### src/rtl/ysyx_24100027_ifu.sv
// Instruction fetch unit: owns the PC, fetches over a valid/ready
// handshake, holds pc/inst for execute, traps fetch faults, counts retires.
module ysyx_24100027_ifu #(
   parameter logic [31:0] RESET_PC = 32'h8000_0000
) (
   input  logic        clk,
   input  logic        rst,
   output logic        imem_req_valid,
   input  logic        imem_req_ready,
   output logic [31:0] imem_req_addr,
   input  logic        imem_rsp_valid,
   output logic        imem_rsp_ready,
   input  logic [31:0] imem_rsp_data,
   input  logic        imem_rsp_err,
   output logic [31:0] pc,
   output logic [31:0] inst,
   output logic        inst_valid,
   input  logic [31:0] npc,
   input  logic        commit,
   output logic        fetch_err,
   output logic [31:0] err_pc,
   output logic [63:0] instret
);

   typedef enum logic [1:0] {
      S_REQ,
      S_WAIT,
      S_EXEC,
      S_ERR
   } state_e;

   localparam logic [31:0] NOP = 32'h0000_0013;

   state_e      state_q, state_d;
   logic [31:0] pc_q, pc_d;
   logic [31:0] inst_q, inst_d;
   logic [31:0] err_pc_q, err_pc_d;
   logic [63:0] instret_q, instret_d;

   always_ff @(posedge clk) begin
      if (rst) begin
         state_q   <= S_REQ;
         pc_q      <= RESET_PC;
         inst_q    <= NOP;
         err_pc_q  <= 32'h0;
         instret_q <= 64'h0;
      end else begin
         state_q   <= state_d;
         pc_q      <= pc_d;
         inst_q    <= inst_d;
         err_pc_q  <= err_pc_d;
         instret_q <= instret_d;
      end
   end

   always_comb begin
      state_d        = state_q;
      pc_d           = pc_q;
      inst_d         = inst_q;
      err_pc_d       = err_pc_q;
      instret_d      = instret_q;
      imem_req_valid = 1'b0;
      imem_rsp_ready = 1'b0;
      inst_valid     = 1'b0;
      fetch_err      = 1'b0;
      unique case (state_q)
         S_REQ: begin
            imem_req_valid = 1'b1;
            if (imem_req_ready) state_d = S_WAIT;
         end
         S_WAIT: begin
            imem_rsp_ready = 1'b1;
            if (imem_rsp_valid) begin
               if (imem_rsp_err) begin
                  state_d  = S_ERR;
                  err_pc_d = pc_q;
               end else begin
                  state_d = S_EXEC;
                  inst_d  = imem_rsp_data;
               end
            end
         end
         S_EXEC: begin
            inst_valid = 1'b1;
            if (commit) begin
               // a misaligned target still retires the committing instruction
               instret_d = instret_q + 64'd1;
               if (npc[1:0] == 2'b00) begin
                  pc_d    = npc;
                  state_d = S_REQ;
               end else begin
                  err_pc_d = npc;
                  state_d  = S_ERR;
               end
            end
         end
         S_ERR: begin
            fetch_err = 1'b1;
         end
         default: state_d = S_ERR;
      endcase
   end

   assign imem_req_addr = pc_q;
   assign pc            = pc_q;
   assign inst          = inst_q;
   assign err_pc        = err_pc_q;
   assign instret       = instret_q;

endmodule
### config.mk
export PLATFORM = sky130hd
export DESIGN_NAME = ysyx_24100027_ifu
export DESIGN_NICKNAME = d
export VERILOG_FILES = /design/src/rtl/ysyx_24100027_ifu.sv
export SDC_FILE = /design/constraint.sdc
export NUM_CORES = 1
export LEC_CHECK = 0
export ABC_CLOCK_PERIOD_IN_PS = 2750
export CAP_MARGIN = 20
export CORE_MARGIN = 8
export CORE_UTILIZATION = 45
export DETAILED_ROUTE_END_ITERATION = 8
export PLACE_DENSITY_LB_ADDON = 0.08
export SLEW_MARGIN = 20
export SYNTH_ARGS = -nofsm -noshare
export SYNTH_HDL_FRONTEND = slang
export SYNTH_SLANG_ARGS = --single-unit
export TNS_END_PERCENT = 10
### constraint.sdc
create_clock -name clk -period 2.75 [get_ports clk]
set_clock_uncertainty 0.05 [all_clocks]
set_input_delay 0.55 -clock clk [delete_from_list [all_inputs] [get_ports clk]]
set_output_delay 0.55 -clock clk [all_outputs]
set_load 0.005 [all_outputs]
==> flow_metrics.py, run 1 <==
metrics = {
    "synthesis": {
        "synth_xor_area_share_pct": 4.46,
        "syn_avg_cell_area_um2": 8.38,
        "synth-main-ff-cell": "dfxtp_1",
        "ys_types": 40,
        "yosysSeqAreaShare_pct": 45.9,
        "synthMuxAreaShare_pct": 4.67,
        "synth_edf_count": 0,
        "synthAdderAreaFrac_pct": 1.06,
        "ys_top_cells_by_area": "dfxtp_1 (46%), nand2_1 (8.2%), a21oi_1 (6.1%)",
        "async_reset_ff_share_pct": 0,
        "netlist_area_mm2": 0.00707,
        "synth-compound-area-share_pct": 12.3,
        "ys_warn_count": 0,
        "yosys.area_share.simple_pct": 25.1,
        "ys_ff_latch": 162,
        "synth_top_area_cell": "dfxtp_1",
        "yosysTopAreaCellShare_pct": 45.9,
        "syn_inst": 844,
        "synth_most_common_cell": "dfxtp_1",
        "syn_nets": 920,
        "synth_top_family_by_area": "simple AND/OR/NAND/NOR gates",
        "synth_commonest_cells": "dfxtp_1 (162), nand2_1 (154), nor2_1 (90), a21oi_1 (86), clkbuf_1 (40)",
    },
    "clocking": {
        "clkLatencyLatePin_ps": 420,
        "post_cts_buffers": 0,
        "clk_pin_slew_worst_paths_ps": 60,
        "cts_resized": 0,
        "cts_tree": "done",
        "clock-sinks": 162,
        "cts_buffer_depth": 2,
        "cts_buffers": 17,
        "root_buffer": "clkbuf_16",
        "htree_levels": 4,
        "cts_hold_buf": 0,
    },
    "timing": {
        "slew_headroom_pct": 59.6,
        "final-setup-viol-count": 0,
        "fin_setup_tns_ps": 0,
        "period_share_pct": 84.5,
        "fmax_mhz": 430,
        "min_period_ps": 2320,
        "rsz0062_at_grt": "no",
        "worst_pin_slew_ps": 606,
        "finalHoldViolations": 0,
        "slew_viol_final": 0,
    },
    "grt": {
        "track_usage_pct": 21.0,
        "grt_pass1_vias": 6099,
        "grt_max_degree": 65,
        "grt_pass1_wl_mm": 33.4,
        "grt_overflow": 0,
        "grt_antenna_before_repair": 0,
    },
    "final_layout": {
        "fin_area_mm2": 0.0104,
        "syn_to_final_growth_pct": 46.5,
        "nNetsFinal": 1148,
        "fillCellCount": 1339,
        "drive_gt1_share_pct": 6.36,
        "antenna_cells": 0,
    },
    "hold_path": {
        "hold_path_depth": 2,
        "hp-start": "inst[27]$_SDFFE_PP0P_",
        "hold_path.class": "reg2reg",
    },
    "critical_path": {
        "timing.critical_path.cells": "inv_1 -> ha_2 -> clkdlybuf4s50_1",
        "critPathTopFamily": "buffers and inverters",
        "r2r_cells": 5,
        "crit_buf_inv": 2,
        "critPathCaptureType": "output pin",
        "cpMaxStageDelayCell": "clkdlybuf4s50_1",
        "cp.required_ps": 2150,
        "critPathMaxFanout": 8,
        "rr_startpoint": "instret[27]$_SDFFE_PP0N_",
        "crit_path_start_kind": "flip-flop",
        "worstSetupStartpoint": "state_q[0]$_SDFFE_PP0P_",
        "slowest_delay_ps": 550,
        "crit_arrival_ps": 1720,
        "crit_cells": 3,
        "crit_type": "reg2out",
    },
    "pwr": {
        "comb_power_share_pct": 18.7,
        "p_sw_share_pct": 25.7,
        "p_leak_uw": 0.00340,
        "pwr-share-seq_pct": 43.3,
        "p_int_uw": 4500,
        "ir_drop_v": 0.000407,
        "p_clk_share_pct": 38.0,
        "power.switching_uw": 1560,
        "p_per_area_mw_per_mm2": 585,
    },
    "floorplanning": {
        "rows": 46,
        "fp.dieArea_mm2": 0.0200,
        "die-width_um": 141,
        "start_util_pct": 45.3,
        "io_pins": 266,
        "core_mm2": 0.0156,
        "die_y_um": 141,
    },
    "detailed_routing": {
        "vias": 6629,
        "via_per_inst": 5.10,
        "drtIter0Drc": 390,
        "totalWireLength_mm": 21.6,
        "antenna_left": 0,
        "drc": 0,
        "wire_per_inst_um": 16.6,
        "drt-pass1-iter-count": 5,
    },
    "place": {
        "place_congestion": 0.877,
        "port_buffers": 265,
        "hpwl_mm": 15.7,
        "dpl_cell_area_mm2": 0.00978,
    },
    "job": {
        "cap_violations": 0,
    },
    "outcome": {
        "status": "finished, final reports clean",
    },
}
state kept, by name, summed over array words and instances (netlist names):
signal and count:
err_pc 32, imem_req_addr 32, inst 32, instret 64, state_q 2
worst paths after layout:
| kind | to | slack (ps) |
|---|---|---|
| max | inst_valid | 430 |
| min | inst[27]$_SDFFE_PP0P_ | 400 |
| max reg2reg | instret[56]$_SDFFE_PP0N_ | 470 |
| min reg2reg | inst[27]$_SDFFE_PP0P_ | 400 |
logic make-up after synthesis:
group                      after synthesis
AOI/OAI and AO/OA                      151
adders and majority gates                6
muxes                                   33
xor gates and xnor gates                36
DFF                                    162
and+or+nand+nor                        368
buffers and inverters                   88
routing by layer:
layer	up-vias	GRT usage, %	part of all wire (%)
met3	25	5.88	7.6
met5	-	0	0
li1	3348	-	-
met2	213	35.5	49
met1	3043	25.4	42
met4	0	6.39	1.5
layout by cell type, fill, tap and decap left out, types with 12 or more instances in the layout:
master,n
nand4_1,24
mux2i_1,33
o21ai_0,20
a211oi_1,32
or3_1,21
nor2_1,90
xnor2_1,14
inv_1,12
buf_4,18
nand3_1,29
xor2_1,22
clkdlybuf4s50_1,264
a21oi_1,86
clkbuf_16,17
dfxtp_1,162
nand2_1,154
worst reg2reg max path, delay by kind of cell, from the launching register on:
family | cells | cell delay, ps
and+or+nand+nor | 4 | 1620
DFF | 1 | 380
AOI/OAI and AO/OA | 1 | 170
through the flow:
stage / cells / power [µW] / setup WS (ps) / util (%) / hold slack (ps)
finish: 1301 / 6060 / 425 / 66.4 / 404
global route: 1301 / 6360 / 288 / 66.4 / 424
CTS: 1301 / 6140 / 402 / 66.4 / 404
detailed placement: 1269 / 3840 / 103 / 62.7 / 396
global placement: 1269 / 3820 / 178 / 62.7 / 392
floorplan: 844 / 3170 / 600 / - / 403
area by class of cell:
class	instances	area, µm²	share of cell area [%]
multi-input cells	594	3380	32.6
flip-flops and latches	162	3240	31.3
repair buffers	285	2840	27.4
clock buffers	19	443	4.28
well taps	216	270	2.61
clock inverters	13	138	1.33
inverters	12	45.0	0.435
power groups by stage:
stage / combinational [µW] / clock, µW / sequential [µW]
CTS: 1160 / 2360 / 2630
floorplan: 480 / 0 / 2690
global placement: 1150 / 0 / 2670
global route: 1250 / 2470 / 2650
finish: 1130 / 2310 / 2620
detailed placement: 1160 / 0 / 2680
Note: power is estimated with default switching activity, not from simulation.
==> inputs of run 2 (changes only) <==
--- a/config.mk
+++ b/config.mk
@@ -5,7 +5,7 @@
 export SDC_FILE = /design/constraint.sdc
 export NUM_CORES = 1
 export LEC_CHECK = 0
-export ABC_CLOCK_PERIOD_IN_PS = 2750
+export ABC_CLOCK_PERIOD_IN_PS = 2430
 export CAP_MARGIN = 20
 export CORE_MARGIN = 8
 export CORE_UTILIZATION = 45
==> constraint.sdc (replaced) <==
create_clock -name clk -period 2.43 [get_ports clk]
set_clock_uncertainty 0.05 [all_clocks]
set_input_delay 0.486 -clock clk [delete_from_list [all_inputs] [get_ports clk]]
set_output_delay 0.486 -clock clk [all_outputs]
set_load 0.005 [all_outputs]
==> run 2 against run 1 <==
Sequential power up 13%. Die area is the same. Non-clock buffer count up 15. Sequential share of layout area is 0.55 points lower. Clock power up 21%. Global-route usage rose by 0.27 points. Total power grew 16%. Critical path depth is the same.
==> flow_metrics.py, run 2 (synthesized netlist as in run 1, its figures left out) <==
metrics = {
    "detailed_routing": {
        "wl_met3_mm": 1.69,
        "drtIter0Drc": 433,
        "totalWireLength_mm": 21.9,
        "wl_met2_mm": 10.5,
        "via_per_inst": 5.07,
        "top_layer_used": "met4",
        "wl_met1_mm": 9.31,
        "wire_per_inst_um": 16.6,
        "vias": 6681,
        "antenna_left": 0,
        "drc": 0,
        "drt-pass1-iter-count": 5,
    },
    "floorplanning": {
        "start_util_pct": 45.3,
        "die_y_um": 141,
        "fp.dieArea_mm2": 0.0200,
        "die-width_um": 141,
        "rows": 46,
        "core_mm2": 0.0156,
        "io_pins": 266,
    },
    "grt": {
        "grt_pass1_vias": 6076,
        "grt_antenna_before_repair": 1,
        "grt_pass1_wl_mm": 33.8,
        "track_usage_pct": 21.2,
        "grt_overflow": 0,
        "grt_max_degree": 85,
    },
    "critical_path": {
        "critPathMaxFanout": 8,
        "crit_path_start_kind": "flip-flop",
        "cp.required_ps": 1890,
        "crit_type": "reg2out",
        "crit_arrival_ps": 1700,
        "worstSetupStartpoint": "state_q[0]$_SDFFE_PP0P_",
        "rr_startpoint": "instret[27]$_SDFFE_PP0N_",
        "critPathCaptureType": "output pin",
    },
    "pwr": {
        "ir_drop_v": 0.000429,
        "p_leak_uw": 0.00350,
        "p_sw_share_pct": 24.7,
        "p_int_uw": 5310,
        "p_per_area_mw_per_mm2": 669,
        "pwr-share-seq_pct": 42.1,
        "comb_power_share_pct": 18.2,
        "total_power_uw": 7050,
        "p_clk_share_pct": 39.7,
        "power.switching_uw": 1740,
    },
    "clocking": {
        "cts_resized": 0,
        "clk_pin_slew_worst_paths_ps": 60,
        "clkLatencyLatePin_ps": 420,
        "cts_buffer_depth": 2,
        "clock-sinks": 162,
        "root_buffer": "clkbuf_16",
        "htree_levels": 4,
        "cts_hold_buf": 0,
        "cts_tree": "done",
        "cts_buffers": 17,
        "post_cts_buffers": 0,
    },
    "timing": {
        "worst_pin_slew_ps": 606,
        "slew_viol_final": 0,
        "rsz0062_at_grt": "no",
        "slew_headroom_pct": 59.6,
        "holdWs_ps": 403,
        "final-setup-viol-count": 0,
        "fmax_mhz": 447,
        "period_share_pct": 92.1,
        "finalHoldViolations": 0,
        "min_period_ps": 2240,
    },
    "place": {
        "place_congestion": 0.860,
        "hpwl_mm": 15.8,
        "port_buffers": 265,
    },
    "outcome": {
        "status": "finished, final reports clean",
    },
    "final_layout": {
        "mostFrequentLayoutCell": "clkdlybuf4s50_1",
        "largest_reg_flops": 64,
        "drive_gt1_share_pct": 7.36,
        "syn_to_final_growth_pct": 49.1,
        "nNetsFinal": 1163,
        "fillCellCount": 1321,
        "final_cell_mix": "clkdlybuf4s50_1 (264), dfxtp_1 (162), nand2_1 (154)",
    },
    "job": {
        "cap_violations": 0,
    },
    "hold_path": {
        "hp-start": "inst[22]$_SDFFE_PP0P_",
        "hold_path.class": "reg2reg",
    },
}
## run 2: cell count changes in the layout (fill, tap and decap cells not counted), sizes merged
cell	change
buf	+15
bufinv	+2
clkbuf	+3
clkinv	-5
diode	+1
## run 2: power groups by stage
stage	Combinational, µW	Clock, µW	Sequential (µW)
after floorplan	544	0	3040
after global placement	1310	0	3020
after detailed placement	1310	0	3030
after CTS	1310	2840	2970
after global routing	1410	2960	2990
final	1280	2800	2970
## run 2: area by class of cell
class                      count  area (µm²)  share of cell area [%]
antenna                        1        2.50                  0.0237
clock buffer                  22         454                    4.31
multi-input combinational    594        3380                    32.1
inverter                      12        45.0                   0.427
timing repair buffer         300        2990                    28.3
clock inverter                10         158                    1.50
tap                          216         270                    2.56
sequential                   162        3240                    30.8
## run 2: worst paths after layout
| check | slack, ps | to | cells past startpoint |
|---|---|---|---|
| setup / recovery | 190 | inst_valid | 3 |
| hold / removal | 400 | inst[22]$_SDFFE_PP0P_ | 2 |
| setup reg to reg | 210 | instret[56]$_SDFFE_PP0N_ | 5 |
| hold reg to reg | 400 | inst[22]$_SDFFE_PP0P_ | 2 |
## run 2: layer usage
layer / global-route usage, % / up-vias
li1: - / 3387
met3: 5.75 / 25
met1: 26.2 / 3026
met5: 0 / -
met4: 7.07 / 0
met2: 35.3 / 243
## run 2: worst max-delay path, stage by stage, from the launching register on
cell	delay [ps]
dfxtp_1	350
inv_1	110
ha_2	290
clkdlybuf4s50_1	540
## run 2: metrics by stage
stage          setup slack, ps  setup TNS, ps  util, %  cells  area, µm²
2_1_floorplan              280              0        -    844       7070
3_3_place_gp             -15.7          -16.4     63.7   1284       9930
3_5_place_dp             -41.6          -54.9     63.7   1284       9930
4_1_cts                    167              0     67.6   1316      10500
5_1_grt                   18.1              0     67.6   1317      10500
6_report                   193              0     67.6   1317      10500
==> inputs of run 3 (changes only) <==
--- a/config.mk
+++ b/config.mk
@@ -11,8 +11,6 @@
 export CORE_UTILIZATION = 45
 export DETAILED_ROUTE_END_ITERATION = 8
 export PLACE_DENSITY_LB_ADDON = 0.08
-export SLEW_MARGIN = 20
 export SYNTH_ARGS = -nofsm -noshare
 export SYNTH_HDL_FRONTEND = slang
 export SYNTH_SLANG_ARGS = --single-unit
-export TNS_END_PERCENT = 10
==> results of run 3 <==
Final layout, timing and power as in run 2 (identical DEF).
